--- src/rtl/md_reset_sequencer.sv ---
// -----------------------------------------------------------------------------
// md_reset_sequencer
//   Board-level reset and clock-enable scheduler for md_board.
//   Turns the external active-low reset into an ordered release of
//   VDP/YM -> 68000 -> Z80, latches the cartridge M3 strap at VDP release,
//   and generates the free-running 68000 / Z80 clock enables from MCLK.
//
//   Build option:
//     MD_SOFT_RESET_EN  - when defined, a rising edge on soft_reset_req while
//                         running holds both CPUs in reset for SOFT_CYCLES and
//                         then replays the 68000 release delay. When undefined
//                         the request input is ignored and SOFT never occurs.
// -----------------------------------------------------------------------------
module md_reset_sequencer #(
  parameter int unsigned HOLD_CYCLES = 256,  // MCLK edges before VDP/YM release
  parameter int unsigned M68K_DELAY  = 128,  // VDP release -> 68000 release
  parameter int unsigned SOFT_CYCLES = 64,   // CPU hold time during soft reset
  parameter int unsigned DIV68K      = 7,    // MCLK divisor for cen68k
  parameter int unsigned DIVZ80      = 15    // MCLK divisor for cenz80
) (
  input  logic       MCLK,
  input  logic       ext_reset_n,
  input  logic       M3,
  input  logic       z80_reset_ctl,
  input  logic       soft_reset_req,
  output logic       vdp_reset_n,
  output logic       ym_reset_n,
  output logic       m68k_reset_n,
  output logic       z80_reset_n,
  output logic       m3_latched,
  output logic       cen68k,
  output logic       cenz80,
  output logic [1:0] seq_state,
  output logic       sys_ready
);

  typedef enum logic [1:0] {
    ST_WAIT = 2'd0,
    ST_VDP  = 2'd1,
    ST_RUN  = 2'd2,
    ST_SOFT = 2'd3
  } seq_state_t;

  // Terminal counts: the transition happens on the edge where the counter
  // already holds the last value, so a phase lasts exactly N edges.
  localparam logic [15:0] HOLD_LAST   = 16'(HOLD_CYCLES - 1);
  localparam logic [15:0] M68K_LAST   = 16'(M68K_DELAY - 1);
  localparam logic [15:0] SOFT_LAST   = 16'(SOFT_CYCLES - 1);
  localparam logic [3:0]  DIV68K_LAST = 4'(DIV68K - 1);
  localparam logic [3:0]  DIVZ80_LAST = 4'(DIVZ80 - 1);

  // Sequencer state and its registered outputs
  seq_state_t  state;
  seq_state_t  state_nxt;
  logic [15:0] cnt;
  logic [15:0] cnt_nxt;
  logic        vdp_rel;
  logic        vdp_rel_nxt;
  logic        m68k_rel;
  logic        m68k_rel_nxt;
  logic        z80_rel;
  logic        z80_rel_nxt;
  logic        m3_q;
  logic        m3_nxt;
  logic        ready_q;
  logic        ready_nxt;

  // Soft-reset trigger (one-cycle pulse, already edge-detected)
  logic        soft_trig;

  // Clock-enable dividers
  logic [3:0]  div68k_cnt;
  logic [3:0]  divz80_cnt;
  logic        cen68k_q;
  logic        cenz80_q;

`ifdef MD_SOFT_RESET_EN
  // ---- stage p1/p2: request history for rising-edge detection ----
  logic req_p1;
  logic req_p2;

  // Register the button twice so a level held high produces a single pulse.
  always_ff @(posedge MCLK or negedge ext_reset_n) begin
    if (!ext_reset_n) begin
      req_p1 <= 1'b0;
      req_p2 <= 1'b0;
    end else begin
      req_p1 <= soft_reset_req;
      req_p2 <= req_p1;
    end
  end

  assign soft_trig = req_p1 & ~req_p2;
`else
  // Without the soft-reset path the button has no effect at all.
  logic soft_req_unused;
  assign soft_req_unused = soft_reset_req;
  assign soft_trig       = 1'b0;
`endif

  // ---- sequencer: state and release flags ----

  // State register plus the registered reset-release outputs.
  always_ff @(posedge MCLK or negedge ext_reset_n) begin
    if (!ext_reset_n) begin
      state    <= ST_WAIT;
      cnt      <= 16'd0;
      vdp_rel  <= 1'b0;
      m68k_rel <= 1'b0;
      z80_rel  <= 1'b0;
      m3_q     <= 1'b0;
      ready_q  <= 1'b0;
    end else begin
      state    <= state_nxt;
      cnt      <= cnt_nxt;
      vdp_rel  <= vdp_rel_nxt;
      m68k_rel <= m68k_rel_nxt;
      z80_rel  <= z80_rel_nxt;
      m3_q     <= m3_nxt;
      ready_q  <= ready_nxt;
    end
  end

  // Next-state logic: count through each phase, release resets in order.
  always_comb begin
    state_nxt    = state;
    cnt_nxt      = cnt + 16'd1;
    vdp_rel_nxt  = vdp_rel;
    m68k_rel_nxt = m68k_rel;
    m3_nxt       = m3_q;
    ready_nxt    = ready_q;
    // The Z80 is only allowed out of reset while the system is running.
    z80_rel_nxt  = 1'b0;

    case (state)
      ST_WAIT: begin
        if (cnt == HOLD_LAST) begin
          state_nxt   = ST_VDP;
          cnt_nxt     = 16'd0;
          vdp_rel_nxt = 1'b1;
          // The strap is captured once, at the moment the VDP comes alive.
          m3_nxt      = M3;
        end
      end

      ST_VDP: begin
        if (cnt == M68K_LAST) begin
          state_nxt    = ST_RUN;
          cnt_nxt      = 16'd0;
          m68k_rel_nxt = 1'b1;
          ready_nxt    = 1'b1;
        end
      end

      ST_RUN: begin
        cnt_nxt = 16'd0;
        if (soft_trig) begin
          // Drop both CPUs; VDP/YM and the latched strap stay as they are.
          state_nxt    = ST_SOFT;
          m68k_rel_nxt = 1'b0;
          ready_nxt    = 1'b0;
        end else begin
          z80_rel_nxt = z80_reset_ctl;
        end
      end

`ifdef MD_SOFT_RESET_EN
      ST_SOFT: begin
        if (cnt == SOFT_LAST) begin
          // Re-enter VDP so the normal 68000 release delay is replayed.
          state_nxt = ST_VDP;
          cnt_nxt   = 16'd0;
        end
      end
`endif

      default: begin
        state_nxt = ST_WAIT;
        cnt_nxt   = 16'd0;
      end
    endcase
  end

  // ---- clock-enable dividers ----

  // Free-running dividers; each enable is one MCLK wide, every DIV edges.
  always_ff @(posedge MCLK or negedge ext_reset_n) begin
    if (!ext_reset_n) begin
      div68k_cnt <= 4'd0;
      divz80_cnt <= 4'd0;
      cen68k_q   <= 1'b0;
      cenz80_q   <= 1'b0;
    end else begin
      div68k_cnt <= (div68k_cnt == DIV68K_LAST) ? 4'd0 : div68k_cnt + 4'd1;
      divz80_cnt <= (divz80_cnt == DIVZ80_LAST) ? 4'd0 : divz80_cnt + 4'd1;
      cen68k_q   <= (div68k_cnt == DIV68K_LAST);
      cenz80_q   <= (divz80_cnt == DIVZ80_LAST);
    end
  end

  // ---- outputs ----
  assign vdp_reset_n  = vdp_rel;
  assign ym_reset_n   = vdp_rel;
  assign m68k_reset_n = m68k_rel;
  assign z80_reset_n  = z80_rel;
  assign m3_latched   = m3_q;
  assign sys_ready    = ready_q;
  assign seq_state    = state;
  assign cen68k       = cen68k_q;
  assign cenz80       = cenz80_q;

endmodule
--- config.mk ---
export PLATFORM = sky130hd
export DESIGN_NAME = md_reset_sequencer
export DESIGN_NICKNAME = d
export VERILOG_FILES = /design/src/rtl/md_reset_sequencer.sv
export SDC_FILE = /design/constraint.sdc
export NUM_CORES = 1
export LEC_CHECK = 0
export ABC_AREA = 1
export BUFFER_PORTS_ARGS = -buffer_cell sky130_fd_sc_hd__buf_4
export CORE_MARGIN = 2
export CORE_UTILIZATION = 35
export CTS_CLUSTER_DIAMETER = 100
export DETAILED_ROUTE_END_ITERATION = 10
export HOLD_SLACK_MARGIN = 0.03
export PLACE_DENSITY = 0.59
export SETUP_SLACK_MARGIN = 0.3
export SYNTH_ARGS = -nofsm -noshare
export SYNTH_HDL_FRONTEND = slang
export SYNTH_SLANG_ARGS = --single-unit
--- constraint.sdc ---
create_clock -name MCLK -period 1.17 [get_ports MCLK]
set_input_delay 0.117 -clock MCLK [delete_from_list [all_inputs] [get_ports MCLK]]
set_output_delay 0.117 -clock MCLK [all_outputs]
set_load 0.01 [all_outputs]
* After elaboration in Yosys (flattened, before gate mapping) *
Index checks and enable logic that the tools add are counted.

storage, ports and cells
  memories kept = 0
  memory bits (writable) = 0
  memory bits (read-only) = 0
  output and inout bits = 10
  bits in latches = 0
  input bits = 5
  register bits after elaboration = 32
  logic and storage cells = 35

cells by class
  mux-type cells = 9
  $add $sub $neg = 3
  shifts and indexed selects = 0
  multiply operators = 0
  reductions and logical operators = 4
  eq/ne operators = 8
  $lt $le $gt $ge = 0
  bitwise operators = 1
  div/mod/pow operators = 0

operators by type and width
  cell                                             number
  2-to-1 mux 16 bit                                2
  case mux 16 bit (2 select lines)                 1
  adder 16 x 1 -> 16 bit (second input constant)   1
  == test 16 x 7 -> 1 bit (second input constant)  1
  == test 16 x 8 -> 1 bit (second input constant)  1
  adder 4 x 1 -> 4 bit (second input constant)     2
  2-to-1 mux 4 bit                                 2
  case mux 2 bit (3 select lines)                  1
  == test 4 x 3 -> 1 bit (second input constant)   1
  == test 4 bit (second input constant)            1
  2-to-1 mux 2 bit                                 2
  inequality test 2 bit (second input constant)    2
  AND reduction 2 bit                              2
  AND reduction 3 bit                              1
  == test 2 x 1 -> 1 bit (second input constant)   1
  == test 2 bit (second input constant)            1
  zero test 2 bit                                  1
  2-to-1 mux 1 bit                                 1
  NOT 1 bit                                        1

* Logic depth before layout (Yosys ltp) *
  depth in word-level cells = 3
  mapped depth = 8
  mapped depth without buffers = 8

* Worst setup path before layout *
Ideal clock, no wire load.

  kind = flip-flop to flip-flop
  start = register cnt[0]
  end = register cnt[8]
  path slack = -59 ps
  clock period less this slack = 1229 ps
  buffers on the path = 0
  data arrival time = 1111 ps
  stages on the path, launching flop included = 8
  cells stage by stage = dfrtp_1 > ha_1 > nand3_1 > inv_1 > nand2_1 > nand2_1 > nand4_1 > nand2_1

on the way
  cells in the longest elaborated chain, start to end = 3

ends and longest elaborated chain
  item                                                  RTL line  text
  start, declared                                       55        logic [15:0] cnt;
  start signal, assigned                                115       cnt <= cnt_nxt;
  adder 16 x 1 -> 16 bit, or another cell as far along  127       cnt_nxt = cnt + 16'd1;
  2-to-1 mux 16 bit, on equally long branches           147, 137
  case mux 16 bit (2 select lines) *                    135       case (state)
  net cnt_nxt[8]                                        56        logic [15:0] cnt_nxt;

The timed path passes the listed nets; every way through them passes the cells marked *.
A chain may end at the register's enable or synchronous reset.

* Final worst setup path *
  start = register cnt[0]
  end = register vdp_rel, in the netlist vdp_reset_n

on the way
  cells in the longest elaborated chain, start to end = 2

ends and longest elaborated chain
  item                                  RTL line  text
  == test 16 x 8 -> 1 bit               137       if (cnt == HOLD_LAST) begin
  AND reduction 2 bit (no source line)  --
  end signal, assigned                  116       vdp_rel <= vdp_rel_nxt;
  end, declared                         57        logic vdp_rel;

No other way between the ends.

==> flow_summary.json <==
{
  "reg2reg_slack_ns": -0.12,
  "drt_iter0_markers": 62,
  "timing.rr.end": "vdp_reset_n$_DFFE_PN0P_",
  "finClkSkew_ns": 0.00519,
  "power_frac_clock_pct": 48.0,
  "insertion_delay_ns": 0.28,
  "p_leak_uw": 0.00119,
  "hold_path_end": "m3_latched$_DFFE_PN0P_",
  "yosysSeqAreaShare_pct": 49.4,
  "num_io_pins": 15,
  "grt_max_degree": 33,
  "die_area_mm2": 0.00519,
  "met2WireLength_um": 1940,
  "setup_slack_ns": -0.119,
  "ir_drop_mv": 0.605,
  "num_vias": 1486,
  "drive_above_1_share_pct": 40.8,
  "firstDrtPassIters": 4,
  "drc": 0,
  "period_minus_slack_ns": 1.29,
  "powerDensity_mw_per_mm2": 910,
  "clk_pin_slew_ns": 0.07,
  "p_sw_uw": 444,
  "core_area_mm2": 0.00441,
  "p_seq_share_pct": 50.5,
  "drt-total-wl_um": 3880,
  "max_slew_margin_pct": 71.9,
  "grt_pass1_wl_um": 6540,
  "grt_pass1_vias": 1495,
  "wire_per_inst_um": 12.2,
  "hold_viol_final": 0,
  "cp_data_required_time_ns": 1.40,
  "fmax_mhz": 776,
  "synth-seq-cells": 32,
  "period_share_pct": 110,
  "cts_buffers": 5,
  "syn_avg_cell_area_um2": 7.44,
  "cts_tree": "done",
  "switching_share_pct": 20.3,
  "path_max_fanout": 5,
  "crit_arrival_ns": 1.52,
  "worstMarginPinSlew_ns": 0.421,
  "track_usage_pct": 16.4,
  "die_h_um": 72.1,
  "setup_violations": 14,
  "rsz0062_at_grt": "true",
  "cap_violations": 0,
  "dp_hpwl_um": 2630,
  "die_w_um": 72.1,
  "wl_met3_um": 113,
  "finalMaxSlewViolations": 0,
  "synthesis.nets": 224,
  "end_kind": "flip-flop",
  "antenna_found_initial": 0,
  "synth.distinct_cells": 21,
  "rr_worst_depth": 6,
  "area_growth_pct": 48.5,
  "p_comb_share_pct": 1.5,
  "finalPower_uw": 2190,
  "critPathLaunchType": "flip-flop",
  "viasPerCell": 4.66,
  "finalWeightedCongestion": 0.782,
  "cts_max_level": 2,
  "overflow": 0,
  "cts_sinks": 32,
  "worstHoldStart": "M3",
  "internal_power_uw": 1750,
  "netlist_area_mm2": 0.00162,
  "cts_buffer_depth": 2,
  "fp-row-count": 24,
  "reg2reg_from": "cnt[0]$_DFF_PN0_",
  "violations": "negative setup slack",
  "route.antenna.remaining_nets": 0,
  "nets": 272,
  "routed.top_layer": "met4",
  "wl_met1_um": 1800,
  "io_buffers": 13,
  "timing.hold.ws_ns": 0.0978,
  "initial_core_util_pct": 36.7,
  "status": "finished with violations",
  "syn_inst": 218,
  "ys_warn_count": 0,
  "diodes": 0,
  "cts_root_buf": "clkbuf_8",
  "final_util_pct": 54.5,
  "hold_class": "input port to flip-flop",
  "min_path_cells": 3,
  "crit_type": "flip-flop to flip-flop"
}
-- worst max path at each step --
| stage | from | end | slack [ns] | cells past startpoint |
|---|---|---|---|---|
| after floorplan | cnt[0]$_DFF_PN0_ | cnt[8]$_DFF_PN0_ | 0.05 | 6 |
| after global placement | cnt[12]$_DFF_PN0_ | cnt[8]$_DFF_PN0_ | -0.07 | 6 |
| after detailed placement | cnt[0]$_DFF_PN0_ | cnt[3]$_DFF_PN0_ | -0.1 | 6 |
| after CTS | cnt[0]$_DFF_PN0_ | cnt[3]$_DFF_PN0_ | -0.08 | 6 |
| after global routing | cnt[0]$_DFF_PN0_ | m3_latched$_DFFE_PN0P_ | -0.20 | 6 |
| final | cnt[0]$_DFF_PN0_ | vdp_reset_n$_DFFE_PN0P_ | -0.12 | 6 |
-- cells in the mapped netlist, drive strengths merged --
cell | n | share of area, %
o21ai | 5 | 1.5
nor2 | 41 | 10
ha | 1 | 0.77
nand3 | 26 | 8.0
and3 | 1 | 0.39
dfrtp | 32 | 49
or2 | 1 | 0.39
buf | 3 | 1.2
a21oi | 2 | 0.62
nand4 | 6 | 2.3
nor3b | 2 | 0.93
xor2 | 2 | 1.1
inv | 33 | 7.6
nand2 | 58 | 14
nor3 | 4 | 1.2
o21bai | 1 | 0.46
-- stage by stage --
stage               TNS (ns)  std cells  instance area, um^2  setup WS [ns]
detailed placement     -1.19        302                 2000        -0.0983
finish                 -1.04        319                 2410         -0.119
floorplan                  0        218                 1700         0.0462
CTS                   -0.666        316                 2300        -0.0846
global route           -2.53        319                 2410         -0.196
global placement      -0.651        302                 2000        -0.0685
-- registers in the layout, summed over array words and instances, names as in the netlist --
name	flops
cen68k	1
z80_reset_n	1
div68k_cnt	4
vdp_reset_n	1
divz80_cnt	4
cnt	16
seq_state	2
cenz80	1
m3_latched	1
sys_ready	1
-- per-layer routing --
layer / global-route usage (%) / vias to the layer above
met5: 0 / -
met4: 5.03 / 0
met3: 3.47 / 5
met2: 28.4 / 17
met1: 20.4 / 689
li1: - / 775
-- worst max-delay path, stage by stage, from the launching register on --
cell and delay [ns]:
dfrtp_2 0.42, ha_4 0.17, nand3_4 0.14, nor2_4 0.19, nand3_4 0.12, buf_4 0.15, nand2_1 0.04
-- power groups by stage --
stage          Combinational, uW  Sequential [uW]  Clock [uW]
2_1_floorplan              0.617             1130           0
3_3_place_gp                31.9             1130           0
3_5_place_dp                32.3             1130           0
4_1_cts                     35.0             1110        1080
5_1_grt                     39.9             1100        1120
6_report                    32.6             1110        1050
-- layout make-up --
type                            instances  area, um^2
Multi-Input combinational cell        150         923
Sequential cell                        32         807
Clock inverter                          2        35.0
Timing Repair Buffer                   44         378
Fill cell                             400        2010
Inverter                               33         126
Tap cell                               52        65.1
Clock buffer                            6        72.6
-- placed cells by master, fill, tap and decap left out --
cell type	netlist	final
nand2_4	0	2
inv_1	33	25
nand3_4	0	3
o21bai_1	1	1
dfrtp_2	0	5
o21ai_2	0	1
ha_4	0	1
inv_2	0	7
nor3_1	4	1
xor2_1	2	2
inv_4	0	1
nand2_2	1	9
nand3_2	0	9
dlygate4sd3_1	0	1
clkbuf_1	0	1
or2_4	0	1
a21oi_1	2	2
nor2_1	37	27
clkinv_2	0	1
dfrtp_1	32	27
buf_4	2	31
nand3_1	26	14
o21ai_1	2	4
nor2_2	3	2
buf_6	0	12
nand2_1	57	47
clkbuf_8	0	5
nor3b_2	0	2
nand4_1	6	6
nor2_4	1	12
nor3_2	0	3
bufinv_16	0	1
and3_4	0	1
-- what timing repair did --
action                     in CTS  in global routing
hold buffers                    1                  0
buffers inserted                5                  3
hold endpoints to repair       32                  0
pin swaps                      11                 14
setup endpoints to repair      35                 38
resized for setup              42                 24
-- cell families (layout without fill, tap and decap cells) --
logic type / after synthesis / after routing / synth area share (%)
adders and majority gates: 1 / 1 / 0.771
and+or+nand+nor: 139 / 139 / 37.3
AOI/OAI and AO/OA: 8 / 8 / 2.62
buffers and inverters: 36 / 85 / 8.87
xor gates and xnor gates: 2 / 2 / 1.08
DFF: 32 / 32 / 49.4
No activity file was read; power rests on OpenSTA's default activity.
